**src/rtl/timer_pkg.sv**
```systemverilog
// Shared constants and helpers for the timer prescaler (RTL and benches).
package timer_pkg;

    localparam int CKS_DIV2    = 0;
    localparam int CKS_DIV4    = 1;
    localparam int CKS_DIV8    = 2;
    localparam int CKS_DIV16   = 3;
    localparam int TIMER_DIV_W = 4;
    localparam int TIMER_SEL_W = 2;

    // Strobe period in clk cycles for divide select k.
    function automatic int div_period(input int k);
        return 1 << (k + 1);
    endfunction

endpackage

```
**src/rtl/timer_clk_div_if.sv**
```systemverilog
// Control/strobe bundle between the timer control register and the prescaler.
// Optional ext_tick/ext_sel signals exist only with TIMER_CLK_DIV_EXT_TICK_EN.
interface timer_clk_div_if
    import timer_pkg::*;
#(
    parameter int SEL_W = TIMER_SEL_W,
    parameter int DIV_W = TIMER_DIV_W
);

    logic [SEL_W-1:0] cks;
    logic             div_en;
    logic             clk_ena;
    logic [DIV_W-1:0] div_cnt;
`ifdef TIMER_CLK_DIV_EXT_TICK_EN
    logic             ext_tick;
    logic             ext_sel;

    modport master (output cks, div_en, ext_tick, ext_sel, input clk_ena, div_cnt);
    modport slave  (input cks, div_en, ext_tick, ext_sel, output clk_ena, div_cnt);
`else
    modport master (output cks, div_en, input clk_ena, div_cnt);
    modport slave  (input cks, div_en, output clk_ena, div_cnt);
`endif

endinterface

```
**src/rtl/timer_edge_det.sv**
```systemverilog
// Registered rising-edge detector with hold enable and synchronous clear.
module timer_edge_det (
    input  logic clk,
    input  logic rst_n,
    input  logic en,
    input  logic clr,
    input  logic d,
    output logic pulse
);

    logic d_q;

    // NOTE: non-blocking assignments so every flop samples pre-edge values.
    always_ff @(posedge clk) begin
        if (rst_n) begin
            d_q   <= 1'b0;
            pulse <= 1'b0;
        end else if (clr) begin
            d_q   <= 1'b0;
            pulse <= 1'b0;
        end else begin
            pulse <= en & d & ~d_q;
            if (en) d_q <= d;
        end
    end

endmodule

```
**src/rtl/timer_clk_div.sv**
```systemverilog
// Timer prescaler: divides clk by 2/4/8/16 into a one-cycle clk_ena strobe.
// Define TIMER_CLK_DIV_EXT_TICK_EN to add a synchronized external tick source.
module timer_clk_div
    import timer_pkg::*;
#(
    parameter int DIV_W = TIMER_DIV_W,
    parameter int SEL_W = TIMER_SEL_W
) (
    input  logic            clk,
    input  logic            rst_n,
    timer_clk_div_if.slave  bus
);

    logic [DIV_W-1:0] div_cnt;
    logic [SEL_W-1:0] cks_q;
    logic             restart;
    logic             tap;
    logic             div_pulse;

    // NOTE: default assignment first keeps this combinational block latch-free.
    // Selects at or beyond the top tap fall through to div_cnt[DIV_W-1].
    always_comb begin
        tap = div_cnt[DIV_W-1];
        for (int i = 0; i < DIV_W - 1; i++) begin
            if (int'(cks_q) == i) tap = div_cnt[i];
        end
    end

`ifdef TIMER_CLK_DIV_EXT_TICK_EN
    logic ext_sel_q;
    logic tick_s1;
    logic tick_s2;
    logic ext_pulse;

    assign restart = (bus.cks != cks_q) | (bus.ext_sel != ext_sel_q);

    always_ff @(posedge clk) begin
        if (rst_n) begin
            tick_s1   <= 1'b0;
            tick_s2   <= 1'b0;
            ext_sel_q <= 1'b0;
        end else begin
            tick_s1   <= bus.ext_tick;
            tick_s2   <= tick_s1;
            ext_sel_q <= bus.ext_sel;
        end
    end

    timer_edge_det u_ext_det (
        .clk   (clk),
        .rst_n (rst_n),
        .en    (bus.div_en),
        .clr   (restart),
        .d     (tick_s2),
        .pulse (ext_pulse)
    );

    // Both sources are flop outputs and the select is registered, so no input reaches clk_ena.
    assign bus.clk_ena = ext_sel_q ? ext_pulse : div_pulse;
`else
    assign restart     = (bus.cks != cks_q);
    assign bus.clk_ena = div_pulse;
`endif

    always_ff @(posedge clk) begin
        if (rst_n) begin
            div_cnt <= '0;
            cks_q   <= '0;
        end else begin
            cks_q <= bus.cks;
            if (restart)         div_cnt <= '0;
            else if (bus.div_en) div_cnt <= div_cnt + DIV_W'(1);
        end
    end

    timer_edge_det u_tap_det (
        .clk   (clk),
        .rst_n (rst_n),
        .en    (bus.div_en),
        .clr   (restart),
        .d     (tap),
        .pulse (div_pulse)
    );

    assign bus.div_cnt = div_cnt;

endmodule

```
**src/flat_wrapper.sv**
```systemverilog
// flat-port wrapper written by rule: the top's interface ports become plain ports
module timer_clk_div_flat import timer_pkg::*;
#(
    parameter int DIV_W = TIMER_DIV_W,
    parameter int SEL_W = TIMER_SEL_W
)
  (clk, rst_n, bus_cks, bus_div_en, bus_clk_ena, bus_div_cnt);
  timer_clk_div_if #(.SEL_W(SEL_W), .DIV_W(DIV_W)) bus_i ();
  input  logic clk;
  input  logic rst_n;
  input wire logic [$bits(bus_i.cks)-1:0] bus_cks;
  input wire logic [$bits(bus_i.div_en)-1:0] bus_div_en;
  output wire logic [$bits(bus_i.clk_ena)-1:0] bus_clk_ena;
  output wire logic [$bits(bus_i.div_cnt)-1:0] bus_div_cnt;
  assign bus_i.cks = bus_cks;
  assign bus_i.div_en = bus_div_en;
  assign bus_clk_ena = bus_i.clk_ena;
  assign bus_div_cnt = bus_i.div_cnt;
  timer_clk_div #(.DIV_W(DIV_W), .SEL_W(SEL_W)) u_core (.clk(clk), .rst_n(rst_n), .bus(bus_i));
endmodule
```
**config.mk**
```make
export PLATFORM = sky130hd
export DESIGN_NAME = timer_clk_div_flat
export DESIGN_NICKNAME = d
export VERILOG_FILES = /design/src/rtl/timer_pkg.sv /design/src/rtl/timer_clk_div_if.sv /design/src/rtl/timer_edge_det.sv /design/src/rtl/timer_clk_div.sv /design/src/flat_wrapper.sv
export SDC_FILE = /design/constraint.sdc
export NUM_CORES = 1
export LEC_CHECK = 0
export CAP_MARGIN = 40
export CORE_AREA = 2 2 39 41
export DETAILED_ROUTE_END_ITERATION = 8
export DIE_AREA = 0 0 41 43
export PLACE_DENSITY = 0.59
export SYNTH_ARGS = -nofsm -noshare
export SYNTH_HDL_FRONTEND = slang
export SYNTH_SLANG_ARGS = --single-unit
export TNS_END_PERCENT = 1
```
**constraint.sdc**
```tcl
create_clock -name clk -period 1.6 [get_ports clk]
set_input_delay 0.32 -clock clk [delete_from_list [all_inputs] [get_ports clk]]
set_output_delay 0.32 -clock clk [all_outputs]
set_load 0.01 [all_outputs]
```
Word-level counts from Yosys, hierarchy flattened
Cells that the tools add are included.

word-level totals
  memories kept = 0
  register bits after elaboration = 8
  bits in latches = 0
  output and inout bits = 5
  bits of input ports = 5
  RAM bits = 0
  ROM bits = 0

operators by class
  div/mod/pow operators = 0
  add/subtract/negate cells = 1
  bitwise logic cells = 3
  mux-type cells = 3
  multipliers = 0
  magnitude comparators = 0
  eq/ne operators = 3
  reduce and logical (&&, ||, !) cells = 2
  shift-type cells = 0

operator list
  kind                   count
  $add A4 B1 Y4 const B  1
  $eq A2 B2 Y1 const B   2
  $mux W1                3
  $and A1 B1 Y1          2
  $logic_not A2 Y1       1
  $ne A2 B2 Y1           1
  $reduce_or A2 Y1       1
  $not A1 Y1             1

Longest topological paths before layout
Gate-level depths: netlist of the first run.

  depth in word-level cells = 6
  gate-level depth with buffers = 4

Cells and area by module
Synthesis of the first run repeated with hierarchy kept, for this count alone.

second synthesis, totals
  cells, all modules = 30
  area, all modules = 326.6 µm²

by module, submodules not included
  module          times used  area each (µm²)  cells an instance
  timer_clk_div   1           257.7            24
  timer_edge_det  1           68.8             6

Least setup slack after synthesis of the first run
OpenSTA, ideal clock, no wires.

  kind = input to register
  from = in bus_cks[1]
  to = reg u_core.u_tap_det.pulse
  library setup time = 0.088 ns
  setup slack = 0.346 ns
  data arrival time = 1.166 ns
  stages = 4
  path through = xor2_1 > or3_1 > buf_6 > nor4bb_4

on the way
  word-level cells in the longest chain between the ends = 2

RTL lines
  element                     RTL line              text
  start, declared             flat_wrapper.sv:11    input wire logic [$bits(bus_i.cks)-1:0] bus_cks;
  $ne A2 B2 Y1                timer_clk_div.sv:61   assign restart = (bus.cks != cks_q);
  $reduce_or A2 Y1 (no line)  -
  end signal, assigned        timer_edge_det.sv:22  pulse <= en & d & ~d_q;
  end, declared               timer_edge_det.sv:8   output logic pulse

Every way passes these cells.
A chain may end at the register's enable or synchronous reset.

Final worst setup path of the first run
  from = reg u_core.div_cnt[2], in the netlist u_core.bus.div_cnt[2]
  to = out bus_div_cnt[2]

RTL lines
  element                 RTL line             text
  start, declared         timer_clk_div.sv:14  logic [DIV_W-1:0] div_cnt;
  start signal, assigned  timer_clk_div.sv:72  else if (bus.div_en) div_cnt <= div_cnt + DIV_W'(1);
  end, declared           flat_wrapper.sv:14   output wire logic [$bits(bus_i.div_cnt)-1:0] bus_div_cnt;

No word-level cell between the ends.

==> metrics, run 1 <==
status completed; maxcap violations 0; clock buffer depth 2; largest net degree at the start of global routing 7; Crit path arrival time 1.22 ns; average routed wire per standard cell 9.09 um; Reg area 161 um^2; Buf/Inv on CP 1; # IOs 10; Slew HR 82.0%; initial antenna violation count 0; critical-path cell list clkdlybuf4s50_1; clk slew on worst S/H paths 0.05 ns; core area 1380 um^2; residual DRC count 0; # placed instances 55; DP Worst Slack -0.120 ns; worst skew pair latency 0.25 ns; non-filler instance count after layout 58; synth-to-layout area growth 38.6%; Inserted Diodes 0; Synth Net Count 36; footprint of the multi-input gates 171 um^2; Fmax 650 MHz; vias in the first global route 197; H-tree depth 1; Final Hold Viols 0; post-layout min period 1.54 ns; Die Ht 43 um; Setup Skew 0.00119 ns; placed cell areas 457 um^2; Final Max Slew Viols 0; CP Capture Type primary output; Num CTS Buffers 3; Worst Max-Slew Pin Slew 0.270 ns; mapped cell area 347 um^2; register area share after synthesis 46.2%; most frequent cells in the layout clkdlybuf4s50_1, dfxtp_1, nor2_1; DRT Wirelength 527 um; CTS resizes 0; CP max-delay cell clkdlybuf4s50_1; crit-path leading delay family buffers and inverters; P_leak 0.180 nW; Power Dens Cells 833 nW/um^2; Remaining Overflow, GRT 0; Die ar. 1760 um^2; Avg Vias per Cell 4.12; clock sink total 8; post-route cell area 480 um^2; layout cell share with drive strength beyond 1 19.0%; Synth Instances 30; CP max stage delay 0.56 ns; worst setup margin 0.0619 ns; vias 239; final setup fails 0; DR pass1 iterations 4; GRT Resource Usage Total 7.36%; Startpoint Class flip-flop; register bit total from synthesis 8; Netlist cell types 14; DIE WIDTH 41 um; WS Path Type flip-flop to primary output; Critical Path Fanout Max 4; Nets 50; CTS tree built; first-pass GRT wire length 821 um; Initial Utilization 25.0%; most common cell after layout, fill and taps aside clkdlybuf4s50_1; RSZ-0062 raised after global routing no; maximum vdd ir drop 171 uV; Fillers 141; Iter 0 DRT Violations 3; Critical Path RT 1.28 ns; Avg Cell Area, Syn 11.6 um^2; DRT antenna net count 0; Final Wtd Congestion 0.556; Final HPWL DP 404 um; period utilization 96.1%; port bufs 9; Synth Warn # 0; Hold-fix buffers, CTS 0; # Post-CTS Setup Buffers 0; clk root buf clkbuf_4; Hold Crit Class flip-flop to flip-flop; Std-Cell Rows 14
==> metrics by stage <==
step,TNS [ns],hold WS [ns],utilization [%],power (mW)
floorplan,0,0.392,-,0.235
global placement,-0.364,0.471,33.0,0.251
detailed placement,-0.396,0.481,33.0,0.251
CTS,0,0.489,34.6,0.405
global route,0,0.506,34.7,0.421
finish,0,0.483,34.7,0.400
==> cell families (layout without fill, tap and decap cells) <==
logic type                 after synthesis  in the layout  share of synthesized area [%]
adders and majority gates                1              1                           3.61
muxes                                    3              3                           12.3
and+or+nand+nor                         11             11                           20.9
xor gates and xnor gates                 5              5                           12.6
DFF                                      8              8                           46.2
buffers and inverters                    2             14                           4.33
==> per-layer routing <==
layer  vias up  routed length, um  track usage (%)
li1        124                  -                -
met1       106                267             11.1
met2         9                214             7.50
met3         0                 45             1.57
met4         0                  0             8.00
met5         -                  0                0
==> sequential cells by signal, summed over array words and instances (netlist names) <==
register,flops
u_core.cks_q,2
u_core.bus.div_cnt,4
u_core.u_tap_det.pulse,1
u_core.u_tap_det.d_q,1
==> path summary, 6_finish.rpt <==
check | from | end | slack [ns] | depth (start not counted)
worst min register to register | u_core.u_tap_det.d_q | u_core.u_tap_det.pulse | 0.48 | 1
worst min-delay path | u_core.u_tap_det.d_q | u_core.u_tap_det.pulse | 0.48 | 1
worst max-delay path | u_core.bus.div_cnt[2] | bus_div_cnt[2] | 0.06 | 1
worst max register to register | u_core.cks_q[1] | u_core.u_tap_det.pulse | 0.34 | 3
==> worst reg2reg max path: cells and delay by family (launching register included) <==
kind	cells	cell delay [ns]
flops	1	0.32
xor+xnor	1	0.13
simple gates	2	0.72
==> cell type report <==
| cell class | count | area share (%) |
|---|---|---|
| flip-flops and latches | 8 | 33.6 |
| multi-input cells | 20 | 35.7 |
| well taps | 16 | 4.17 |
| repair buffers | 11 | 21.9 |
| clock buffers | 3 | 4.69 |
==> Yosys cell counts <==
master	count	area, um^2
nand4_1	1	6.26
ha_1	1	12.5
buf_6	1	11.3
nor2b_1	2	12.5
dfxtp_1	8	160
mux2i_1	2	20.0
nor4bb_4	1	25.0
xor2_1	4	35.0
nor2_1	5	18.8
clkbuf_1	1	3.75
nand2_1	1	3.75
or3_1	1	6.26
mux4_2	1	22.5
xnor2_1	1	8.76
==> where the power goes <==
group | switching, mW | internal (mW) | total (mW)
Clock | 0.0677 | 0.0858 | 0.153
Sequential | 0.00412 | 0.204 | 0.208
Combinational | 0.0135 | 0.0255 | 0.0390
Total | 0.0853 | 0.315 | 0.400
Note: power is estimated with default switching activity, not from simulation.
==> run 2, diff against run 1 <==
--- a/config.mk
+++ b/config.mk
@@ -6,10 +6,11 @@
 export NUM_CORES = 1
 export LEC_CHECK = 0
 export CAP_MARGIN = 40
-export CORE_AREA = 2 2 39 41
+export CORE_AREA = 3 3 40 42
 export DETAILED_ROUTE_END_ITERATION = 8
-export DIE_AREA = 0 0 41 43
+export DIE_AREA = 0 0 43 45
 export PLACE_DENSITY = 0.59
+export SLEW_MARGIN = 20
 export SYNTH_ARGS = -nofsm -noshare
 export SYNTH_HDL_FRONTEND = slang
 export SYNTH_SLANG_ARGS = --single-unit
==> metrics, run 2 (synthesis gave the netlist of run 1 again) <==
status completed; DR pass1 iterations 4; P_leak 0.175 nW; Critical Path Fanout Max 4; clk root buf clkbuf_4; CP max stage delay 0.56 ns; placed cell areas 448 um^2; non-filler instance count after layout 56; crit-path leading delay family buffers and inverters; layout cell share with drive strength beyond 1 17.1%; Buf/Inv on CP 1; worst skew pair latency 0.24 ns; residual DRC count 0; Final Hold Viols 0; Startpoint Class flip-flop; Remaining Overflow, GRT 0; first-pass GRT wire length 972 um; Hold Crit Class flip-flop to flip-flop; Slew HR 81.1%; most common cell after layout, fill and taps aside clkdlybuf4s50_1; initial antenna violation count 0; post-layout min period 1.51 ns; clock buffer depth 2; Worst Max-Slew Pin Slew 0.282 ns; # placed instances 53; TNS Setup 0 ns; maximum vdd ir drop 458 uV; vias in the first global route 246; Num CTS Buffers 3; clock sink total 8; maxcap violations 0; WS Path Type flip-flop to primary output; Most flops, register u_core.bus.div_cnt; CP max-delay cell clkdlybuf4s50_1; post-route cell area 472 um^2; # IOs 10; period utilization 94.4%; Final Util 36.7%; CTS tree built; met1 GRT Util 7.11%; Setup Skew 0.00191 ns; synth-to-layout area growth 36.1%; critical-path cell list clkdlybuf4s50_1; RSZ-0062 raised after global routing no; Power Dens Cells 836 nW/um^2; Std-Cell Rows 13; Final Wtd Congestion 0.705; Final Max Slew Viols 0; Crit path arrival time 1.19 ns; Final HPWL DP 487 um; GRT Resource Usage Total 7.20%; final setup fails 0; Avg Vias per Cell 4.32; DIE WIDTH 43 um; largest registers u_core.bus.div_cnt: 4 flops, u_core.cks_q: 2 flops; power consumption 394 uW; worst setup margin 0.0903 ns; Inserted Diodes 0; Nets 49; GR Util met2 11.7%; Die ar. 1940 um^2; Fmax 662 MHz; Initial Utilization 27.0%; max FFs per register 4; busiest grt layer met2; worst hold margin 0.481 ns; Hold-fix buffers, CTS 0; DP Worst Slack -0.0945 ns; Critical Path RT 1.28 ns; largest net degree at the start of global routing 7; clk slew on worst S/H paths 0.05 ns; most frequent cells in the layout clkdlybuf4s50_1, dfxtp_1, nor2_1; average routed wire per standard cell 10.5 um; CP Capture Type primary output; Fillers 125; grt met3 use 4.78%; H-tree depth 1; DRT antenna net count 0; vias 242; port bufs 9; Die Ht 45 um; DRT Wirelength 586 um; Iter 0 DRT Violations 6; core area 1280 um^2
## run 2: cell type report
class                      count  area [um^2]  area share [%]
multi-input combinational     20          171            36.3
sequential                     8          161            34.2
timing repair buffer          10         97.6            20.7
clock buffer                   3         22.5            4.77
tap                           15         18.8            3.98
## run 2: power by group
| group | total [mW] | switching [mW] | internal, mW |
|---|---|---|---|
| logic | 0.0376 | 0.0135 | 0.0241 |
| registers | 0.208 | 0.00427 | 0.204 |
| clock network | 0.148 | 0.0629 | 0.0855 |
## run 2: layer usage
metal / wire length (um) / up-vias
li1: - / 124
met2: 292 / 9
met1: 246 / 109
met3: 47 / 0
met5: 0 / -
met4: 0 / 0
## run 2: what timing repair did
action,in CTS,in global routing
endpoints found under the setup margin,0,1
buffers inserted,0,0
resized for setup,0,1
## run 2: worst paths after layout
path | slack (ns) | depth (start not counted) | to | start
hold reg to reg | 0.48 | 1 | u_core.u_tap_det.pulse | u_core.u_tap_det.d_q
hold / removal | 0.48 | 1 | u_core.u_tap_det.pulse | u_core.u_tap_det.d_q
setup / recovery | 0.09 | 1 | bus_div_cnt[2] | u_core.bus.div_cnt[2]
setup reg to reg | 0.39 | 3 | u_core.u_tap_det.pulse | u_core.cks_q[1]
==> run 3, diff against run 2 <==
--- a/config.mk
+++ b/config.mk
@@ -9,7 +9,7 @@
 export CORE_AREA = 3 3 40 42
 export DETAILED_ROUTE_END_ITERATION = 8
 export DIE_AREA = 0 0 43 45
-export PLACE_DENSITY = 0.59
+export PLACE_DENSITY = 0.6
 export SLEW_MARGIN = 20
 export SYNTH_ARGS = -nofsm -noshare
 export SYNTH_HDL_FRONTEND = slang
==> metrics, run 3 (synthesis gave the netlist of run 1 again) <==
Inserted Diodes 0; Startpoint Class flip-flop; DRT antenna net count 0; Crit path arrival time 1.19 ns; first-pass GRT wire length 1.14 mm; Fmax 661 MHz; CP Capture Type primary output; Die Ht 45 um; residual DRC count 0; largest registers u_core.bus.div_cnt: 4 flops, u_core.cks_q: 2 flops; worst skew pair latency 0.24 ns; port bufs 9; CTS resizes 0; synth-to-layout area growth 38.3%; vias 253; non-filler instance count after layout 57; Hold-fix buffers, CTS 0; Num CTS Buffers 3; Worst Max-Slew Pin Slew 0.287 ns; Final Max Slew Viols 0; Initial Utilization 27.0%; critical-path cell list clkdlybuf4s50_1; Slew HR 80.8%; Hold Crit Class flip-flop to flip-flop; Most flops, register u_core.bus.div_cnt; TNS Setup 0 ns; Final Wtd Congestion 0.700; maximum vdd ir drop 364 uV; final setup fails 0; Setup Skew 0.000457 ns; DRT Wirelength 619 um; most frequent cells in the layout clkdlybuf4s50_1, dfxtp_1, nor2_1; maxcap violations 0; Critical Path RT 1.28 ns; max FFs per register 4; crit-path leading delay family buffers and inverters; core area 1280 um^2; # IOs 10; Critical Path Fanout Max 4; clock buffer depth 2; RSZ-0062 raised after global routing no; Nets 50; DR pass1 iterations 4; average routed wire per standard cell 10.9 um; Final Hold Viols 0; Die ar. 1940 um^2; largest net degree at the start of global routing 7; post-layout min period 1.51 ns; clk root buf clkbuf_4; Fillers 125; DIE WIDTH 43 um; vias in the first global route 265; most common cell after layout, fill and taps aside clkdlybuf4s50_1; clk slew on worst S/H paths 0.05 ns; Remaining Overflow, GRT 0; CTS tree built; Std-Cell Rows 13; period utilization 94.6%; Buf/Inv on CP 1; Iter 0 DRT Violations 3; H-tree depth 1; status completed; initial antenna violation count 0; GRT Resource Usage Total 8.53%; # Post-CTS Setup Buffers 0; Avg Vias per Cell 4.44; WS Path Type flip-flop to primary output; CP max-delay cell clkdlybuf4s50_1; CP max stage delay 0.56 ns; Power Dens Cells 824 nW/um^2; P_leak 0.180 nW; clock sink total 8; layout cell share with drive strength beyond 1 19.0%; # placed instances 54
## run 3: final cells by class
type	count	area (um^2)	share of cell area, %
flip-flops and latches	8	161	33.7
clock buffers	3	22.5	4.70
repair buffers	11	105	21.9
multi-input cells	20	171	35.8
well taps	15	18.8	3.92
## run 3: path summary, 6_finish.rpt
check / from / slack (ns) / to / cells past startpoint
setup / recovery: u_core.bus.div_cnt[2] / 0.09 / bus_div_cnt[2] / 1
hold / removal: u_core.u_tap_det.d_q / 0.48 / u_core.u_tap_det.pulse / 1
setup reg to reg: u_core.cks_q[1] / 0.37 / u_core.bus.div_cnt[1] / 4
hold reg to reg: u_core.u_tap_det.d_q / 0.48 / u_core.u_tap_det.pulse / 1
## run 3: power by group
part | internal [mW] | leakage [nW] | switching, mW
sequential | 0.204 | 0.0655 | 0.00423
combinational | 0.0255 | 0.101 | 0.0141
clock | 0.0854 | 0.0138 | 0.0619
## run 3: metrics by stage
| step | area [um^2] | utilization, % | worst slack (ns) | total power [mW] | hold slack [ns] |
|---|---|---|---|---|---|
| 2_1_floorplan | 347 | - | 0.346 | 0.235 | 0.392 |
| 3_3_place_gp | 455 | 35.4 | -0.0921 | 0.251 | 0.463 |
| 3_5_place_dp | 455 | 35.4 | -0.113 | 0.252 | 0.475 |
| 4_1_cts | 478 | 37.2 | 0.0543 | 0.404 | 0.482 |
| 5_1_grt | 479 | 37.3 | 0.0206 | 0.424 | 0.501 |
| 6_report | 479 | 37.3 | 0.0862 | 0.395 | 0.478 |
## run 3: metal layers
metal | routed length [um] | vias to the layer above | global-route usage (%)
met5 | 0 | - | 0
met1 | 259 | 115 | 9.51
li1 | - | 125 | -
met3 | 46 | 2 | 3.59
met2 | 289 | 11 | 11.7
met4 | 23 | 0 | 9.04
